**src/rtl/engine_filter_cond_control.sv**
```systemverilog
// Sequencer and credit-based flow controller around the fixed-latency filter-condition kernel.
// Latency: accepted input to out_valid is KERNEL_LATENCY+1 cycles with an empty output FIFO.
// Backpressure: in_ready is withheld unless in-flight results plus FIFO occupancy leave a free slot.
`timescale 1ns/1ps

// Generic first-word-fall-through FIFO with synchronous flush; empty reads return zero.
// Latency: write to rdata_o visibility is one cycle.
// Backpressure: push is ignored when full unless a pop frees a slot in the same cycle.
module engine_filter_cond_control_fifo #(
  parameter int W     = 128,
  parameter int DEPTH = 8
) (
  input  logic                     clk_i,
  input  logic                     rst_i,
  input  logic                     flush_i,
  input  logic                     push_i,
  input  logic [W-1:0]             wdata_i,
  input  logic                     pop_i,
  output logic [W-1:0]             rdata_o,
  output logic                     empty_o,
  output logic [$clog2(DEPTH):0]   count_o
);
  localparam int AW = $clog2(DEPTH);
  localparam int CW = AW + 1;

  logic [W-1:0]  mem_q [DEPTH];
  logic [AW-1:0] wr_ptr_q, wr_ptr_d;
  logic [AW-1:0] rd_ptr_q, rd_ptr_d;
  logic [CW-1:0] cnt_q, cnt_d;
  logic          full;
  logic          do_push;
  logic          do_pop;

  // Derive effective push/pop and next pointer/count values.
  always_comb begin
    empty_o  = (cnt_q == '0);
    full     = (cnt_q == CW'(DEPTH));
    do_pop   = pop_i & ~empty_o;
    do_push  = push_i & (~full | do_pop);
    wr_ptr_d = do_push ? wr_ptr_q + AW'(1) : wr_ptr_q;
    rd_ptr_d = do_pop  ? rd_ptr_q + AW'(1) : rd_ptr_q;
    cnt_d    = cnt_q;
    case ({do_push, do_pop})
      2'b10:   cnt_d = cnt_q + CW'(1);
      2'b01:   cnt_d = cnt_q - CW'(1);
      default: cnt_d = cnt_q;
    endcase
  end

  // Pointer and occupancy registers; flush empties the buffer without touching storage.
  always_ff @(posedge clk_i or posedge rst_i) begin
    if (rst_i) begin
      wr_ptr_q <= '0;
      rd_ptr_q <= '0;
      cnt_q    <= '0;
    end else if (flush_i) begin
      wr_ptr_q <= '0;
      rd_ptr_q <= '0;
      cnt_q    <= '0;
    end else begin
      wr_ptr_q <= wr_ptr_d;
      rd_ptr_q <= rd_ptr_d;
      cnt_q    <= cnt_d;
    end
  end

  // Storage array; contents are only meaningful where the count says so.
  always_ff @(posedge clk_i) begin
    if (do_push) begin
      mem_q[wr_ptr_q] <= wdata_i;
    end
  end

  assign rdata_o = empty_o ? '0 : mem_q[rd_ptr_q];
  assign count_o = cnt_q;
endmodule

module engine_filter_cond_control #(
  parameter int NUM_FIELDS     = 4,
  parameter int FIELD_W        = 32,
  parameter int KERNEL_LATENCY = 3,
  parameter int FIFO_DEPTH     = 8,
  parameter int CNT_W          = 32
) (
  input  logic                          ap_clk,
  input  logic                          areset,
  input  logic                          start,
  input  logic [CNT_W-1:0]              cfg_num_packets,
  input  logic                          cfg_drop_en,
  input  logic                          abort,
  input  logic                          in_valid,
  output logic                          in_ready,
  input  logic [NUM_FIELDS*FIELD_W-1:0] in_data,
  output logic                          kernel_config_params_valid,
  output logic                          kernel_clear,
  output logic                          kernel_data_valid,
  output logic [NUM_FIELDS*FIELD_W-1:0] kernel_data,
  input  logic                          kernel_result_flag,
  input  logic [NUM_FIELDS*FIELD_W-1:0] kernel_result,
  input  logic                          kernel_result_bool,
  output logic                          out_valid,
  input  logic                          out_ready,
  output logic [NUM_FIELDS*FIELD_W-1:0] out_data,
  output logic [CNT_W-1:0]              pass_count,
  output logic [CNT_W-1:0]              drop_count,
  output logic                          busy,
  output logic                          done,
  output logic                          flag_mismatch
);
  localparam int DW = NUM_FIELDS * FIELD_W;
  localparam int CW = $clog2(FIFO_DEPTH) + 1;
  localparam logic [CNT_W-1:0] CNT_MAX = '1;

  typedef enum logic [2:0] {
    S_IDLE  = 3'd0,
    S_CLEAR = 3'd1,
    S_RUN   = 3'd2,
    S_DRAIN = 3'd3,
    S_DONE  = 3'd4
  } state_e;

  state_e                    state_q, state_d;
  logic [CNT_W-1:0]          num_q, num_d;
  logic                      drop_en_q, drop_en_d;
  logic [CNT_W-1:0]          issued_q, issued_d;
  logic [CNT_W-1:0]          pass_q, pass_d;
  logic [CNT_W-1:0]          drop_q, drop_d;
  logic                      mism_q, mism_d;
  logic [KERNEL_LATENCY-1:0] dl_q, dl_d;
  logic                      abort_clr_q, abort_clr_d;

  logic          abort_now;
  logic          accept;
  logic          tap;
  logic          keep;
  logic          fifo_push;
  logic          fifo_pop;
  logic          fifo_empty;
  logic [CW-1:0] fifo_cnt;
  logic [CW-1:0] inflight;
  logic          credit;

  // Count issued packets still travelling through the kernel.
  always_comb begin
    inflight = '0;
    for (int i = 0; i < KERNEL_LATENCY; i++) begin
      inflight = inflight + CW'(dl_q[i]);
    end
  end

  // A slot is reserved for every in-flight result, so the stall-free return path cannot overflow.
  assign credit    = (inflight + fifo_cnt) < CW'(FIFO_DEPTH);
  assign abort_now = abort & (state_q != S_IDLE);
  assign accept    = in_valid & in_ready;
  assign tap       = dl_q[KERNEL_LATENCY-1];

  // Sequencer next state and control outputs.
  always_comb begin
    state_d                    = state_q;
    in_ready                   = 1'b0;
    kernel_clear               = abort_clr_q;
    kernel_config_params_valid = 1'b0;
    done                       = 1'b0;
    case (state_q)
      S_IDLE: begin
        if (start) state_d = S_CLEAR;
      end
      S_CLEAR: begin
        kernel_clear = 1'b1;
        state_d      = (cfg_num_packets == '0) ? S_DONE : S_RUN;
      end
      S_RUN: begin
        kernel_config_params_valid = 1'b1;
        in_ready                   = credit & (issued_q < num_q);
        if (issued_q == num_q) state_d = S_DRAIN;
      end
      S_DRAIN: begin
        kernel_config_params_valid = 1'b1;
        if ((inflight == '0) && fifo_empty) state_d = S_DONE;
      end
      S_DONE: begin
        done    = 1'b1;
        state_d = S_IDLE;
      end
      default: state_d = S_IDLE;
    endcase
    if (abort_now) state_d = S_IDLE;
  end

  // Datapath next state: delay line, return handling, job counters and mismatch tracking.
  always_comb begin
    keep        = ~(drop_en_q & ~kernel_result_bool);
    fifo_push   = tap & keep & ~abort_now;
    fifo_pop    = out_valid & out_ready;
    num_d       = num_q;
    drop_en_d   = drop_en_q;
    issued_d    = issued_q;
    pass_d      = pass_q;
    drop_d      = drop_q;
    mism_d      = mism_q;
    abort_clr_d = abort_now;
    dl_d        = '0;
    if (!abort_now) begin
      dl_d[0] = accept;
      for (int i = 1; i < KERNEL_LATENCY; i++) begin
        dl_d[i] = dl_q[i-1];
      end
    end
    if (state_q == S_CLEAR) begin
      num_d     = cfg_num_packets;
      drop_en_d = cfg_drop_en;
      issued_d  = '0;
      pass_d    = '0;
      drop_d    = '0;
      mism_d    = 1'b0;
    end else begin
      if (accept && issued_q != CNT_MAX) issued_d = issued_q + CNT_W'(1);
      if (fifo_push && pass_q != CNT_MAX) pass_d = pass_q + CNT_W'(1);
      if (tap && !keep && !abort_now && drop_q != CNT_MAX) drop_d = drop_q + CNT_W'(1);
      if ((state_q == S_RUN || state_q == S_DRAIN) && (tap != kernel_result_flag)) mism_d = 1'b1;
    end
  end

  // State and datapath registers.
  always_ff @(posedge ap_clk or posedge areset) begin
    if (areset) begin
      state_q     <= S_IDLE;
      num_q       <= '0;
      drop_en_q   <= 1'b0;
      issued_q    <= '0;
      pass_q      <= '0;
      drop_q      <= '0;
      mism_q      <= 1'b0;
      dl_q        <= '0;
      abort_clr_q <= 1'b0;
    end else begin
      state_q     <= state_d;
      num_q       <= num_d;
      drop_en_q   <= drop_en_d;
      issued_q    <= issued_d;
      pass_q      <= pass_d;
      drop_q      <= drop_d;
      mism_q      <= mism_d;
      dl_q        <= dl_d;
      abort_clr_q <= abort_clr_d;
    end
  end

  engine_filter_cond_control_fifo #(
    .W     (DW),
    .DEPTH (FIFO_DEPTH)
  ) u_out_fifo (
    .clk_i   (ap_clk),
    .rst_i   (areset),
    .flush_i (abort_now),
    .push_i  (fifo_push),
    .wdata_i (kernel_result),
    .pop_i   (fifo_pop),
    .rdata_o (out_data),
    .empty_o (fifo_empty),
    .count_o (fifo_cnt)
  );

  assign out_valid         = ~fifo_empty;
  assign kernel_data_valid = accept;
  assign kernel_data       = accept ? in_data : '0;
  assign pass_count        = pass_q;
  assign drop_count        = drop_q;
  assign flag_mismatch     = mism_q;
  assign busy              = (state_q != S_IDLE);
endmodule

```
**config.mk**
```make
export PLATFORM = sky130hd
export DESIGN_NAME = engine_filter_cond_control
export DESIGN_NICKNAME = d
export VERILOG_FILES = /design/src/rtl/engine_filter_cond_control.sv
export SDC_FILE = /design/constraint.sdc
export NUM_CORES = 1
export LEC_CHECK = 0
export BUFFER_PORTS_ARGS = -buffer_cell sky130_fd_sc_hd__buf_2
export CAP_MARGIN = 20
export CORE_MARGIN = 4
export CORE_UTILIZATION = 60
export DETAILED_ROUTE_END_ITERATION = 12
export PLACE_DENSITY_LB_ADDON = 0.1
export SYNTH_ARGS = -nofsm -noshare
export SYNTH_HDL_FRONTEND = slang
export SYNTH_SLANG_ARGS = --single-unit
```
**constraint.sdc**
```tcl
create_clock -name ap_clk -period 30.6 [get_ports ap_clk]
set_input_delay 9.18 -clock ap_clk [delete_from_list [all_inputs] [get_ports ap_clk]]
set_output_delay 9.18 -clock ap_clk [all_outputs]
set_load 0.1 [all_outputs]
```
# Yosys cells after proc, flatten, opt, wreduce, memory -nomap -nowiden
# Memories as Yosys holds them, arrays and structs flattened.
# Cells that the tools add are included.
[word_totals]
mem_count = 1
output_inout_bits = 328
reg_bits = 147
mem_bits_rw = 1024
input_bits = 297
[classes]
order_cmp = 2
reduce_logical = 23
n_addsub = 10
eq_ne = 15
bitwise = 15
mux = 29
[memory_table]
columns = ["name", "words", "word_bits", "read_ports", "rd_clocked_by_memory_dff", "write_ports", "line", "rtl"]
rows = [
  ["u_out_fifo.mem_q", 8, 128, 1, 0, 1, "26", "logic [W-1:0] mem_q [DEPTH];"],
]
[op_table]
columns = ["operator", "n"]
rows = [
  ["128-bit 2-to-1 mux", 2],
  ["32-bit 2-to-1 mux", 6],
  ["32-bit by 1-bit adder with 32-bit output, second input constant", 3],
  ["32-bit inequality test, second input constant", 3],
  ["32-bit equality test", 1],
  ["32-bit logical NOT", 1],
  ["32-bit < comparator", 1],
  ["3-bit 2-to-1 mux", 10],
  ["3-bit case mux with 4 select lines", 1],
  ["2-bit nonzero test", 6],
  ["1-bit bitwise AND", 9],
  ["3-bit inequality test, second input constant", 3],
  ["4-bit logical NOT", 2],
  ["1-bit 2-to-1 mux", 8],
  ["4-bit case mux with 2 select lines", 1],
  ["1-bit logical AND", 7],
  ["3-bit by 1-bit adder with 3-bit output, second input constant", 2],
  ["3-bit by 2-bit equality test with 1-bit output, second input constant", 2],
  ["3-bit nonzero test", 2],
  ["1-bit inverter", 5],
  ["3-bit by 4-bit adder with 4-bit output", 1],
  ["4-bit by 1-bit adder with 4-bit output, second input constant", 1],
  ["4-bit equality test, second input constant", 1],
  ["4-bit < comparator, second input constant", 1],
  ["other kinds (15)", 15],
]

# Logic depth before layout (Yosys ltp)
[logic_depth]
depth_word = 10
ltp_mapped = 12
ltp_nobuf = 10

# Modules after synthesis
# A second synthesis with hierarchy kept.
[unflattened]
hier_cells = 2688
area_unflattened_um2 = 48386.4
[by_module_without_submodules]
columns = ["mod", "cells_each", "seq_area_each_um2", "n_inst", "area_per_inst_um2"]
rows = [
  ["engine_filter_cond_control_fifo", 1704, 30999.7, 1, 39686.8],
  ["engine_filter_cond_control", 984, 3428.3, 1, 8699.6],
]

# Worst setup path before layout
# Ideal clock, no wire load.
[synth_path]
kind = "input to output"
from = "in in_valid"
to = "out kernel_data[100]"
path_stages = 6
path_slack_ps = 10486
path_buffers = 2
arrival_ps = 10934
required_time_ps = 21420
cell_sequence = "nor3b_4 > nand3_2 > inv_2 > buf_4 > clkbuf_1 > and2_1"
[synth_via]
elab_chain_len = 2
[synth_rtl]
columns = ["element", "line", "rtl"]
rows = [
  ["from (decl)", "91", "input logic in_valid,"],
  ["1-bit bitwise AND", "154", "assign accept = in_valid & in_ready;"],
  ["128-bit 2-to-1 mux", "266", "assign kernel_data = accept ? in_data : '0;"],
  ["to (decl)", "97", "output logic [NUM_FIELDS*FIELD_W-1:0] kernel_data,"],
]
# Every way passes these cells.

# Worst setup path after layout
[layout_path]
from = "in in_valid"
to = "out kernel_data[58]"
# Same word-level chain as after synthesis.

==> results.cfg <==
[run_status]
status = finished clean

[setup_path]
worst-path-buf-inv = 4
end_kind = output pin
cp-start-kind = input port
r2r-start = state_q[0]$_DFFE_PP0P_
critical_path.top_delay_family = buffers and inverters
slowest_delay_ns = 0.72
cpMostUsedCell = buf_2
startpoint = in_valid
critPathKind = input port to output pin
cp.required_ns = 21.42
critPathMaxFanout = 123
arrival_ns = 11.77
crit_path_top_delay_cell = buf_4
crit_chain = buf_2 -> nor3b_4 -> nand3_2 -> clkinv_2 -> buf_4 -> and2_1 -> buf_2

[sta]
fmax_mhz = 47.7
hold_slack_ns = 0.494
fin_crit_sh_pct = 68.5
fin_crit_ns = 20.95
relSlewSlack_pct = 25.1
setup_viol = 0
slew_violations = 0
finalClockSkew_ns = 0.0229
fin_setup_tns_ns = 0
finalHoldViolations = 0
tightestPinTransition_ns = 1.12
rsz0062_at_grt = no

[floorplan]
fp.coreArea_um2 = 79000
die_h_um = 290
io_pins = 625
die_x_um = 290
initial_utilization_pct = 60.5
rows = 103
die_area_um2 = 84200

[cts]
cts-root-buf = clkbuf_16
cts_resized = 0
cts_buffers = 114
clk_pin_slew_ns = 0.06
clockBufferDepth = 3
cts.sinks = 1171
worst_skew_pair.late_latency_ns = 0.68
cts_hold_buf = 0
post-cts-setup-buffers = 0
htree_levels = 3
cts_tree = done

[final_layout]
drive_above_1_share_pct = 32.6
areaGrowthSynthToFinish_pct = 16.5
design_area_um2 = 55700
nFillCells = 5100
final_nets = 3654

[routing]
dr_wl_met2_um = 61100
dr.pass1.iters = 6
drc = 0
wirelength_um = 116000
wl_met1_um = 42500
highest_layer = met5
ant_nets = 0
viasPerCell = 5.98
vias = 26800
drt_iter0_drc = 2013
met3_length_um = 7570
avgRoutedWirePerCell_um = 26.0

[grt]
antenna_found_initial = 50
grt_pass1_vias = 27700
grt_overflow = 0
grt_pass1_wl_um = 175000
grt_max_degree = 129
grt_usage_pct = 27.5

[synth]
synth_common_cells = edfxtp_1, mux4_2, nor2_1
synth_edf_count = 1024
syn-instance-count = 2679
synthFlopType = edfxtp_1
avgSynthCellArea_um2 = 17.8
yosys.area.top_type = edfxtp_1
yosysWarnings = 0
synth.top_cells.by_area = edfxtp_1, mux4_2, dfrtp_1, mux2i_1, nor2_1
syn_area_um2 = 47800
synth_top_cell_area_share_pct = 64.3
synth_seq_cells = 1171
ys_seq_area_share_pct = 72.0
synthArstFlopShare_pct = 12.6
synth_cell_type_count = 71
syn_nets = 3018
synth.most_common_cell = edfxtp_1

[pwr]
cellLeakagePower_nw = 20.1
vdd_ir_drop_max_uv = 113
finalPower_w = 0.00511
p_per_area_nw_per_um2 = 91.7

[placed_design]
dpl-instance-area_um2 = 52000
hpwl_um = 70200
io_buffers = 624
gp_congestion = 0.998

[flow_run]
maxCapViolCount = 0

[hold_path]
min_path_type = flop to flop
min_from = drop_en_q$_DFFE_PP0N_
-- worst paths after layout --
kind | endpoint | slack, ns | depth (start not counted)
min | drop_en_q$_DFFE_PP0N_ | 0.49 | 2
max reg2reg | u_out_fifo.mem_q[4][43]$_DFFE_PP_ | 25.49 | 7
min in group asynchronous | pass_count[26]$_DFFE_PP0P_ | 8.60 | 2
min reg2reg | drop_en_q$_DFFE_PP0N_ | 0.49 | 2
max in group asynchronous | issued_q[21]$_DFFE_PP0P_ | 20.89 | 4
max | kernel_data[58] | 9.65 | 7
-- metal layers --
metal | up-vias | track usage, %
met3 | 226 | 5.85
met5 | - | 0
met1 | 13900 | 33.3
met4 | 12 | 11.6
li1 | 11800 | -
met2 | 906 | 48.2
-- state kept, by name, indices dropped and copies added, names as in the netlist --
| signal | count |
|---|---|
| dl_q | 3 |
| u_out_fifo.mem_q | 1024 |
| issued_q | 32 |
| drop_en_q | 1 |
| drop_count | 32 |
| u_out_fifo.rd_ptr_q | 3 |
| u_out_fifo.wr_ptr_q | 3 |
| pass_count | 32 |
| num_q | 32 |
| flag_mismatch | 1 |
| abort_clr_q | 1 |
| state_q | 3 |
| u_out_fifo.count_o | 4 |
-- layout by cell type (no fill, tap or decap), drive strengths merged, types with 9 or more instances in the layout --
cell / count
nor3b: 9
and2: 136
nand3: 67
nand2: 106
ha: 40
diode: 29
xor2: 39
a21oi: 29
o21ai: 52
edfxtp: 1024
mux4: 256
dfrtp: 147
and3: 19
buf: 652
xnor2: 18
nor4: 16
nor2: 229
clkinv: 36
or3: 25
and4: 12
a21o: 9
a211o: 9
inv: 55
nand4: 32
clkbuf: 154
mux2i: 130
nor3: 29
-- power breakdown --
group	switching (W)	internal (W)	total [W]
clock	0.000570	0.000758	0.00133
sequential	0.0000457	0.00177	0.00182
combinational	0.00149	0.000466	0.00196
total	0.00211	0.00300	0.00511
-- worst register-to-register path: cells and delay by family (launching register included) --
family,cells,cell delay [ns]
AND/OR/NAND/NOR,3,1.44
buffers and inverters,2,1.83
AO/OA/AOI/OAI,2,0.92
flip-flops,1,0.52
-- per-stage QoR --
step / util, % / instances / worst slack (ns)
floorplan: - / 2679 / 10.49
global placement: 65.8 / 4246 / 9.87
detailed placement: 65.8 / 4246 / 9.71
CTS: 70.3 / 4448 / 9.67
global route: 70.4 / 4467 / 9.44
finish: 70.5 / 4480 / 9.65
-- layout make-up --
| type | count | area (um^2) | share of cell area (%) |
|---|---|---|---|
| sequential | 1171 | 34400 | 61.9 |
| multi-input combinational | 1325 | 12700 | 22.8 |
| timing repair buffer | 652 | 3450 | 6.19 |
| clock buffer | 154 | 3060 | 5.50 |
| tap | 1050 | 1310 | 2.36 |
| clock inverter | 48 | 474 | 0.852 |
| inverter | 51 | 198 | 0.355 |
| antenna | 29 | 72.6 | 0.130 |
-- cells by family (layout without fill, tap and decap cells) --
group	count (synthesis)	in the layout	synth area share [%]
xor+xnor	57	57	1.04
compound gates	132	132	1.82
simple gates	708	708	7.60
other cells	0	29	0
buf+inv	183	905	1.59
mux	386	386	14.8
flops	1171	1171	72.0
fa+ha+maj	42	42	1.13
Note: power is estimated with default switching activity, not from simulation.
